## config.mk

```make
export PLATFORM = sky130hd
export DESIGN_NAME = write_buffer
export DESIGN_NICKNAME = d
export VERILOG_FILES = /design/src/rtl/write_buffer.sv
export SDC_FILE = /design/constraint.sdc
export NUM_CORES = 1
export LEC_CHECK = 0
export CORE_MARGIN = 2
export CORE_UTILIZATION = 55
export DETAILED_ROUTE_END_ITERATION = 7
export MAX_ROUTING_LAYER = met4
export PLACE_DENSITY = 0.73
export SYNTH_ARGS = -nofsm -noshare
export SYNTH_HDL_FRONTEND = slang
export SYNTH_SLANG_ARGS = --single-unit
```

## constraint.sdc

```tcl
create_clock -name iCLK -period 17.05 [get_ports iCLK]
set_clock_uncertainty 0.15 [all_clocks]
set_input_delay 5.115 -clock iCLK [delete_from_list [all_inputs] [get_ports iCLK]]
set_output_delay 5.115 -clock iCLK [all_outputs]
set_load 0.005 [all_outputs]
```

## src/rtl/write_buffer.sv

```systemverilog
`timescale 1ns/1ps
`default_nettype none
// ============================================================================
// Module   : write_buffer
// Purpose  : Packs 32-bit ALU result pixels four to a 128-bit beat, queues the
//            beats in a small FIFO and writes them to the DDR3 controller as
//            an Avalon-MM master (burst length 1, one address per beat).
// Ports    : iCLK / iRST_N (async, active low)
//            start, start_address, num_beats -> transfer request (when ready)
//            ready, done                     -> idle flag / completion pulse
//            pix_valid, pix_data, pix_ready  -> ALU pixel stream
//            local_init_done                 -> DDR3 calibration complete
//            avl_address, avl_write, avl_writedata, avl_burstbegin,
//            avl_wait_request_n              -> Avalon-MM write master
// Config   : WRITE_BUFFER_CLAMP_EN - when defined, negative pixels are
//            replaced by zero before packing (ReLU on write-back).
// Revision : 1.0 - initial release
// ============================================================================
module write_buffer #(
    parameter int FIFO_DEPTH  = 8,
    parameter int ADDR_WIDTH  = 25,
    parameter int COUNT_WIDTH = 16
) (
    input  logic                   iCLK,
    input  logic                   iRST_N,
    input  logic                   start,
    input  logic [ADDR_WIDTH-1:0]  start_address,
    input  logic [COUNT_WIDTH-1:0] num_beats,
    output logic                   ready,
    output logic                   done,
    input  logic                   pix_valid,
    input  logic [31:0]            pix_data,
    output logic                   pix_ready,
    input  logic                   local_init_done,
    output logic [ADDR_WIDTH-1:0]  avl_address,
    output logic                   avl_write,
    output logic [127:0]           avl_writedata,
    output logic                   avl_burstbegin,
    input  logic                   avl_wait_request_n
);

    localparam int c_PTR_W = $clog2(FIFO_DEPTH);
    localparam int c_CNT_W = c_PTR_W + 1;

    localparam logic [c_PTR_W-1:0]     c_PTR_ONE  = c_PTR_W'(1);
    localparam logic [c_CNT_W-1:0]     c_CNT_ONE  = c_CNT_W'(1);
    localparam logic [c_CNT_W-1:0]     c_CNT_FULL = c_CNT_W'(FIFO_DEPTH);
    localparam logic [ADDR_WIDTH-1:0]  c_ADDR_ONE = ADDR_WIDTH'(1);
    localparam logic [COUNT_WIDTH-1:0] c_BEAT_ONE = COUNT_WIDTH'(1);
    localparam logic [COUNT_WIDTH+1:0] c_PIX_ONE  = (COUNT_WIDTH+2)'(1);

    typedef enum logic [1:0] {
        S_IDLE   = 2'd0,
        S_RUN    = 2'd1,
        S_FINISH = 2'd2
    } state_t;

    state_t r_state;
    state_t w_state_nxt;

    // Transfer bookkeeping
    logic [ADDR_WIDTH-1:0]  r_addr;
    logic [COUNT_WIDTH-1:0] r_num_beats;
    logic [COUNT_WIDTH-1:0] r_beats_written;
    logic [COUNT_WIDTH+1:0] r_pix_cnt;

    // Packer: lanes 0..2 are held here; lane 3 goes straight into the FIFO
    logic [1:0]  r_lane;
    logic [95:0] r_pack;

    // Beat FIFO
    logic [127:0]       r_fifo_mem [FIFO_DEPTH];
    logic [c_PTR_W-1:0] r_wr_ptr;
    logic [c_PTR_W-1:0] r_rd_ptr;
    logic [c_CNT_W-1:0] r_fifo_cnt;

    // Registered Avalon request
    logic         r_avl_write;
    logic [127:0] r_avl_writedata;

    logic [31:0]        w_pix;
    logic               w_fifo_full;
    logic               w_start_acc;
    logic               w_pix_acc;
    logic               w_push;
    logic [127:0]       w_push_word;
    logic               w_accept;
    logic               w_last_beat;
    logic               w_more;
    logic [c_PTR_W-1:0] w_rd_ptr_inc;
    logic [127:0]       w_next_head;

`ifdef WRITE_BUFFER_CLAMP_EN
    assign w_pix = pix_data[31] ? 32'h0 : pix_data;
`else
    assign w_pix = pix_data;
`endif

    assign w_fifo_full  = (r_fifo_cnt == c_CNT_FULL);
    assign w_start_acc  = start & ready;
    assign w_pix_acc    = pix_valid & pix_ready;
    assign w_push       = w_pix_acc & (r_lane == 2'd3);
    assign w_push_word  = {w_pix, r_pack};
    assign w_accept     = r_avl_write & avl_wait_request_n;
    assign w_last_beat  = w_accept & (r_beats_written == (r_num_beats - c_BEAT_ONE));
    assign w_rd_ptr_inc = r_rd_ptr + c_PTR_ONE;

    // After a pop the new head is either the next stored entry or, when the
    // FIFO held only the beat being accepted, the word being pushed on this
    // very edge (forwarded so back-to-back issue does not lose a cycle).
    assign w_more      = local_init_done &
                         ((r_fifo_cnt > c_CNT_ONE) | ((r_fifo_cnt == c_CNT_ONE) & w_push));
    assign w_next_head = (r_fifo_cnt > c_CNT_ONE) ? r_fifo_mem[w_rd_ptr_inc] : w_push_word;

    assign avl_address    = r_addr;
    assign avl_write      = r_avl_write;
    assign avl_writedata  = r_avl_writedata;
    assign avl_burstbegin = r_avl_write;

    // ------------------------------------------------------------------
    // FSM: state register
    // ------------------------------------------------------------------
    always_ff @(posedge iCLK or negedge iRST_N) begin
        if (!iRST_N) begin
            r_state <= S_IDLE;
        end else begin
            r_state <= w_state_nxt;
        end
    end

    // ------------------------------------------------------------------
    // FSM: next state and outputs
    // ------------------------------------------------------------------
    always_comb begin
        w_state_nxt = r_state;
        ready       = 1'b0;
        done        = 1'b0;
        pix_ready   = 1'b0;
        case (r_state)
            S_IDLE: begin
                ready = 1'b1;
                if (start) begin
                    w_state_nxt = (num_beats == '0) ? S_FINISH : S_RUN;
                end
            end
            S_RUN: begin
                // The fourth lane needs a free FIFO slot; lanes 0..2 only
                // fill the packing register and never stall.
                pix_ready = (r_pix_cnt < {r_num_beats, 2'b00}) &
                            !((r_lane == 2'd3) & w_fifo_full);
                if (w_last_beat) begin
                    w_state_nxt = S_FINISH;
                end
            end
            S_FINISH: begin
                ready       = 1'b1;
                done        = 1'b1;
                w_state_nxt = S_IDLE;
                if (start) begin
                    w_state_nxt = (num_beats == '0) ? S_FINISH : S_RUN;
                end
            end
            default: begin
                w_state_nxt = S_IDLE;
            end
        endcase
    end

    // ------------------------------------------------------------------
    // Transfer counters, packer, FIFO pointers and Avalon request
    // ------------------------------------------------------------------
    always_ff @(posedge iCLK or negedge iRST_N) begin
        if (!iRST_N) begin
            r_addr          <= '0;
            r_num_beats     <= '0;
            r_beats_written <= '0;
            r_pix_cnt       <= '0;
            r_lane          <= 2'd0;
            r_pack          <= '0;
            r_wr_ptr        <= '0;
            r_rd_ptr        <= '0;
            r_fifo_cnt      <= '0;
            r_avl_write     <= 1'b0;
            r_avl_writedata <= '0;
        end else begin
            if (w_start_acc) begin
                r_addr          <= start_address;
                r_num_beats     <= num_beats;
                r_beats_written <= '0;
                r_pix_cnt       <= '0;
                r_lane          <= 2'd0;
            end else begin
                if (w_pix_acc) begin
                    r_pix_cnt <= r_pix_cnt + c_PIX_ONE;
                    r_lane    <= r_lane + 2'd1;
                    case (r_lane)
                        2'd0:    r_pack[31:0]  <= w_pix;
                        2'd1:    r_pack[63:32] <= w_pix;
                        2'd2:    r_pack[95:64] <= w_pix;
                        default: ;
                    endcase
                end
                if (w_accept) begin
                    r_addr          <= r_addr + c_ADDR_ONE;
                    r_beats_written <= r_beats_written + c_BEAT_ONE;
                end
            end

            if (w_push) begin
                r_wr_ptr <= r_wr_ptr + c_PTR_ONE;
            end
            if (w_accept) begin
                r_rd_ptr <= w_rd_ptr_inc;
            end
            case ({w_push, w_accept})
                2'b10:   r_fifo_cnt <= r_fifo_cnt + c_CNT_ONE;
                2'b01:   r_fifo_cnt <= r_fifo_cnt - c_CNT_ONE;
                default: ;
            endcase

            // A pending request is held until accepted; new requests are
            // only launched once the controller has finished calibration.
            if (w_accept) begin
                r_avl_write <= w_more;
                if (w_more) begin
                    r_avl_writedata <= w_next_head;
                end
            end else if (!r_avl_write && (r_fifo_cnt != '0) && local_init_done) begin
                r_avl_write     <= 1'b1;
                r_avl_writedata <= r_fifo_mem[r_rd_ptr];
            end
        end
    end

    // FIFO storage (no reset needed; occupancy is tracked by r_fifo_cnt)
    always_ff @(posedge iCLK) begin
        if (w_push) begin
            r_fifo_mem[r_wr_ptr] <= w_push_word;
        end
    end

endmodule
`default_nettype wire
```

==> metrics <==
result of the run=complete, no violations; leakage power summed over all cells=0.02419 uW; power density of the placed cells=about 190 mW/mm2; FF-to-FF setup slack=around 12 ns; number of nets with antenna violations after routing=0; largest fanout of any net on the critical path=116; Filler Cell Count=7620; vertical die dimension=338.9 um; area of the multi-input gates=approximately 0.022 mm2; count of input and output buffers=about 240; area growth from synthesis to final layout=13.64%; most frequent cells in the layout=edfxtp_1, mux4_2, dfrtp_1, mux2i_1, clkdlybuf4s50_1; number of synthesized register bits=1338; setup total negative slack=0 ns; flip-flop cell with the highest count after synthesis=edfxtp_1; GRT Resource Usage Total=0.2738; Post-Synthesis Mean Instance Area=17.76 um2; layer carrying the most global-route usage=met2; Final Worst Setup Slack=about 8.5 ns; clock tree root buffer cell=clkbuf_16; CTS resizes=0; number of sinks handled by clock tree synthesis=roughly 1.3k; routed wirelength normalized by instance count=approximately 29 um; vias in the first global route=36.10k; largest incremental delay on the critical path=a little over 0.9 ns; highest achievable clock rate=0.1168 GHz; Horiz. Die Dim=338.9 um; proportion of register bits with asynchronous set or reset after synthesis=0.2347; 1st-iter DRT viols=between 3k and 4k; Worst IR Drop VDD=between 0.00015 and 0.0002 V; element type at the critical path end=flop; time the final worst path needs with I/O delays and setup=8.562 ns; fraction of the yosys area taken by sequential cells=0.6259; number of enable flip-flop cells after synthesis=about 1.0k; count of cells along the worst register-to-register path=9; total via count after detailed routing=34.98k; most common library cell in the layout ignoring fill and taps=edfxtp_1; final instance area=~0.070 mm2; io pins=approximately 240; Detailed Route WL=approximately 150000 um; post-detail-place hpwl=80930 um; TritonCTS clock tree=done; clk_lat worst skew=between 0.7 and 0.8 ns; met2 routing resource usage after global routing=0.4347; Crit-path slowest cell=buf_4; worst setup path startpoint=avl_wait_request_n; maximum number of buffers from clock root to sink=3; final weighted congestion in routability-driven placement=0.7895; Core Region=between 0.1 and 0.15 mm2; met1 global-route usage=0.3674; number of cells on the worst hold path=1; number of buffers created by CTS=143; number of setup buffers added after CTS=0; number of standard cells after synthesis=3473; Vias/cell=6.637; count of pins over their slew limit=0; Initial Utilization=0.5558; data arrival time of the critical path=9.01 ns; clock-pin slew on the worst setup and hold paths=approximately 0.060 ns; worst slew pin tran=between 1 and 1.5 ns; Required @ worst endpoint=~18 ns; min-delay worst type=flop to flop; final period utilization=0.5021; type of the worst setup path=primary input to flop; Hold Crit Endpoint=avl_writedata[42]; Post-route DRC=0; Synth cell types=60; Critical R2R Launch=r_rd_ptr[1]; CTS Hold Buffers Added=0; synthesized cell area=about 0.06 mm2; Final setup viols=0; Die Outline Area=approximately 0.11 mm2; # rows=122; final hold viol count=0; startpoint type of the worst setup path=primary input; first-pass GRT wire length=~230000 um; total number of nets in the final design=between 3k and 4k; placement-stage worst setup slack=roughly 7.7 ns; critical-path cell list=clkdlybuf4s50_1 > nand2_1 > inv_8 > and3_1 > a31o_4 > buf_4 > mux2_2; worst r2r dst=avl_writedata[24]; maximum number of pins on one net before global-route repair=180; Max-cap violations=0; startpoint of the worst hold path=avl_writedata[42]; GRT Residual Overflow=0; sequential cell area=between 0.03 and 0.04 mm2; RSZ-0062 raised after global routing=no; Slew headroom=0.2253; Initial DRT Pass Iterations=5; fraction of final layout cells with drive strength greater than 1=0.2743; cell area reported after detailed placement=approximately 0.065 mm2; Mapped Nets=roughly 3.6k; number of H-tree branching levels=4; Yosys warning count=0; initial antenna violation count=11; M3 GR Usage=0.04514
## worst max-delay path, delay by kind of cell
| kind | cells | cell delay [ns] |
|---|---|---|
| and+or+nand+nor | 2 | 0.62 |
| muxes | 1 | 0.42 |
| AOI/OAI and AO/OA | 1 | 0.65 |
| buffers and inverters | 3 | 2.13 |
## through the flow
| stage | std cells | power, uW | hold slack (ns) | util |
|---|---|---|---|---|
| 2_1_floorplan | 3473 | 8633 | 0.3066 | - |
| 3_3_place_gp | 5005 | 10070 | 0.3412 | 0.5899 |
| 3_5_place_dp | 5005 | 10170 | 0.3454 | 0.5899 |
| 4_1_cts | 5265 | 13250 | 0.3582 | 0.6315 |
| 5_1_grt | 5267 | 13780 | 0.3719 | 0.6316 |
| 6_report | 5271 | 13130 | 0.3549 | 0.6317 |
## flip-flops by register name, indices dropped and copies added, names as in the netlist
register and count:
avl_address 25, avl_burstbegin 1, avl_writedata 128, r_beats_written 16, r_fifo_cnt 4, r_fifo_mem 1024
r_lane 2, r_num_beats 16, r_pack 96, r_pix_cnt 18, r_rd_ptr 3, r_state 2
r_wr_ptr 3
## power breakdown
group | total [uW] | leakage, uW | internal [uW] | switching, uW
sequential | 4980 | 0.0130 | 4300 | 685
combinational | 5090 | 0.00889 | 2700 | 2390
clock | 3060 | 0.00227 | 1810 | 1250
## how the worst max path moves through the flow
stage                               to  depth (start not counted)  slack (ns)
global placement     avl_writedata[72]                          7        7.78
floorplan             r_fifo_mem[5][0]                          3        1.66
finish              avl_writedata[116]                          7        8.49
CTS                 avl_writedata[116]                          7        8.47
global route         avl_writedata[44]                          7        8.30
detailed placement   avl_writedata[59]                          7        7.71
## kinds of logic after synthesis
family,Yosys count,share of synthesized area
muxes,1008,0.2720
buffers and inverters,276,0.02047
xor gates and xnor gates,68,0.009655
and+or+nand+nor,403,0.03002
adders and majority gates,29,0.005883
DFF,1338,0.6259
AOI/OAI and AO/OA,351,0.03607
## metal layers
metal,up-vias,share of wire
li1,14580,-
met3,254,0.079
met4,0,0.027
met1,18570,0.40
met2,1578,0.49
met5,-,0
## area by class of cell
cell class / count / share of cell area
Antenna cell: 6 / 0.0002142
Clock buffer: 193 / 0.05653
Clock inverter: 67 / 0.009371
Inverter: 29 / 0.001660
Multi-Input combinational cell: 1859 / 0.3131
Sequential cell: 1338 / 0.5509
Tap cell: 1488 / 0.02656
Timing Repair Buffer: 291 / 0.04162
## cell usage after synthesis (2+ instances only)
library cell  number  share of area
edfxtp_1        1024           0.50
mux4_2           512           0.19
dfrtp_1          314           0.13
mux2i_1          270          0.044
nand2_1          227          0.014
mux2_2           225          0.041
o21ai_0          175          0.014
o211ai_1         130          0.016
clkbuf_1         128         0.0078
buf_2             73         0.0059
nor2_1            43         0.0026
xor2_1            36         0.0051
xnor2_1           32         0.0045
ha_1              29         0.0059
nand4_1           29         0.0029
inv_1             28         0.0017
buf_1             27         0.0016
and3_1            24         0.0024
nor3_1            21         0.0017
nand3_1           18         0.0015
buf_6             17         0.0031
nor4_1            11         0.0011
a31oi_1            9        0.00091
a21oi_1            8        0.00065
a41o_1             7         0.0011
or2_2              6        0.00061
and2_1             4        0.00041
nand2b_1           3        0.00030
a21o_1             2        0.00024
a311oi_1           2        0.00028
a31o_2             2        0.00028
buf_4              2        0.00024
nor2b_1            2        0.00020
nor4_2             2        0.00041
o21ai_1            2        0.00016
o221ai_1           2        0.00028
o31ai_1            2        0.00024
or3_1              2        0.00020
or4_1              2        0.00024
(Power assumes the default switching activity.)
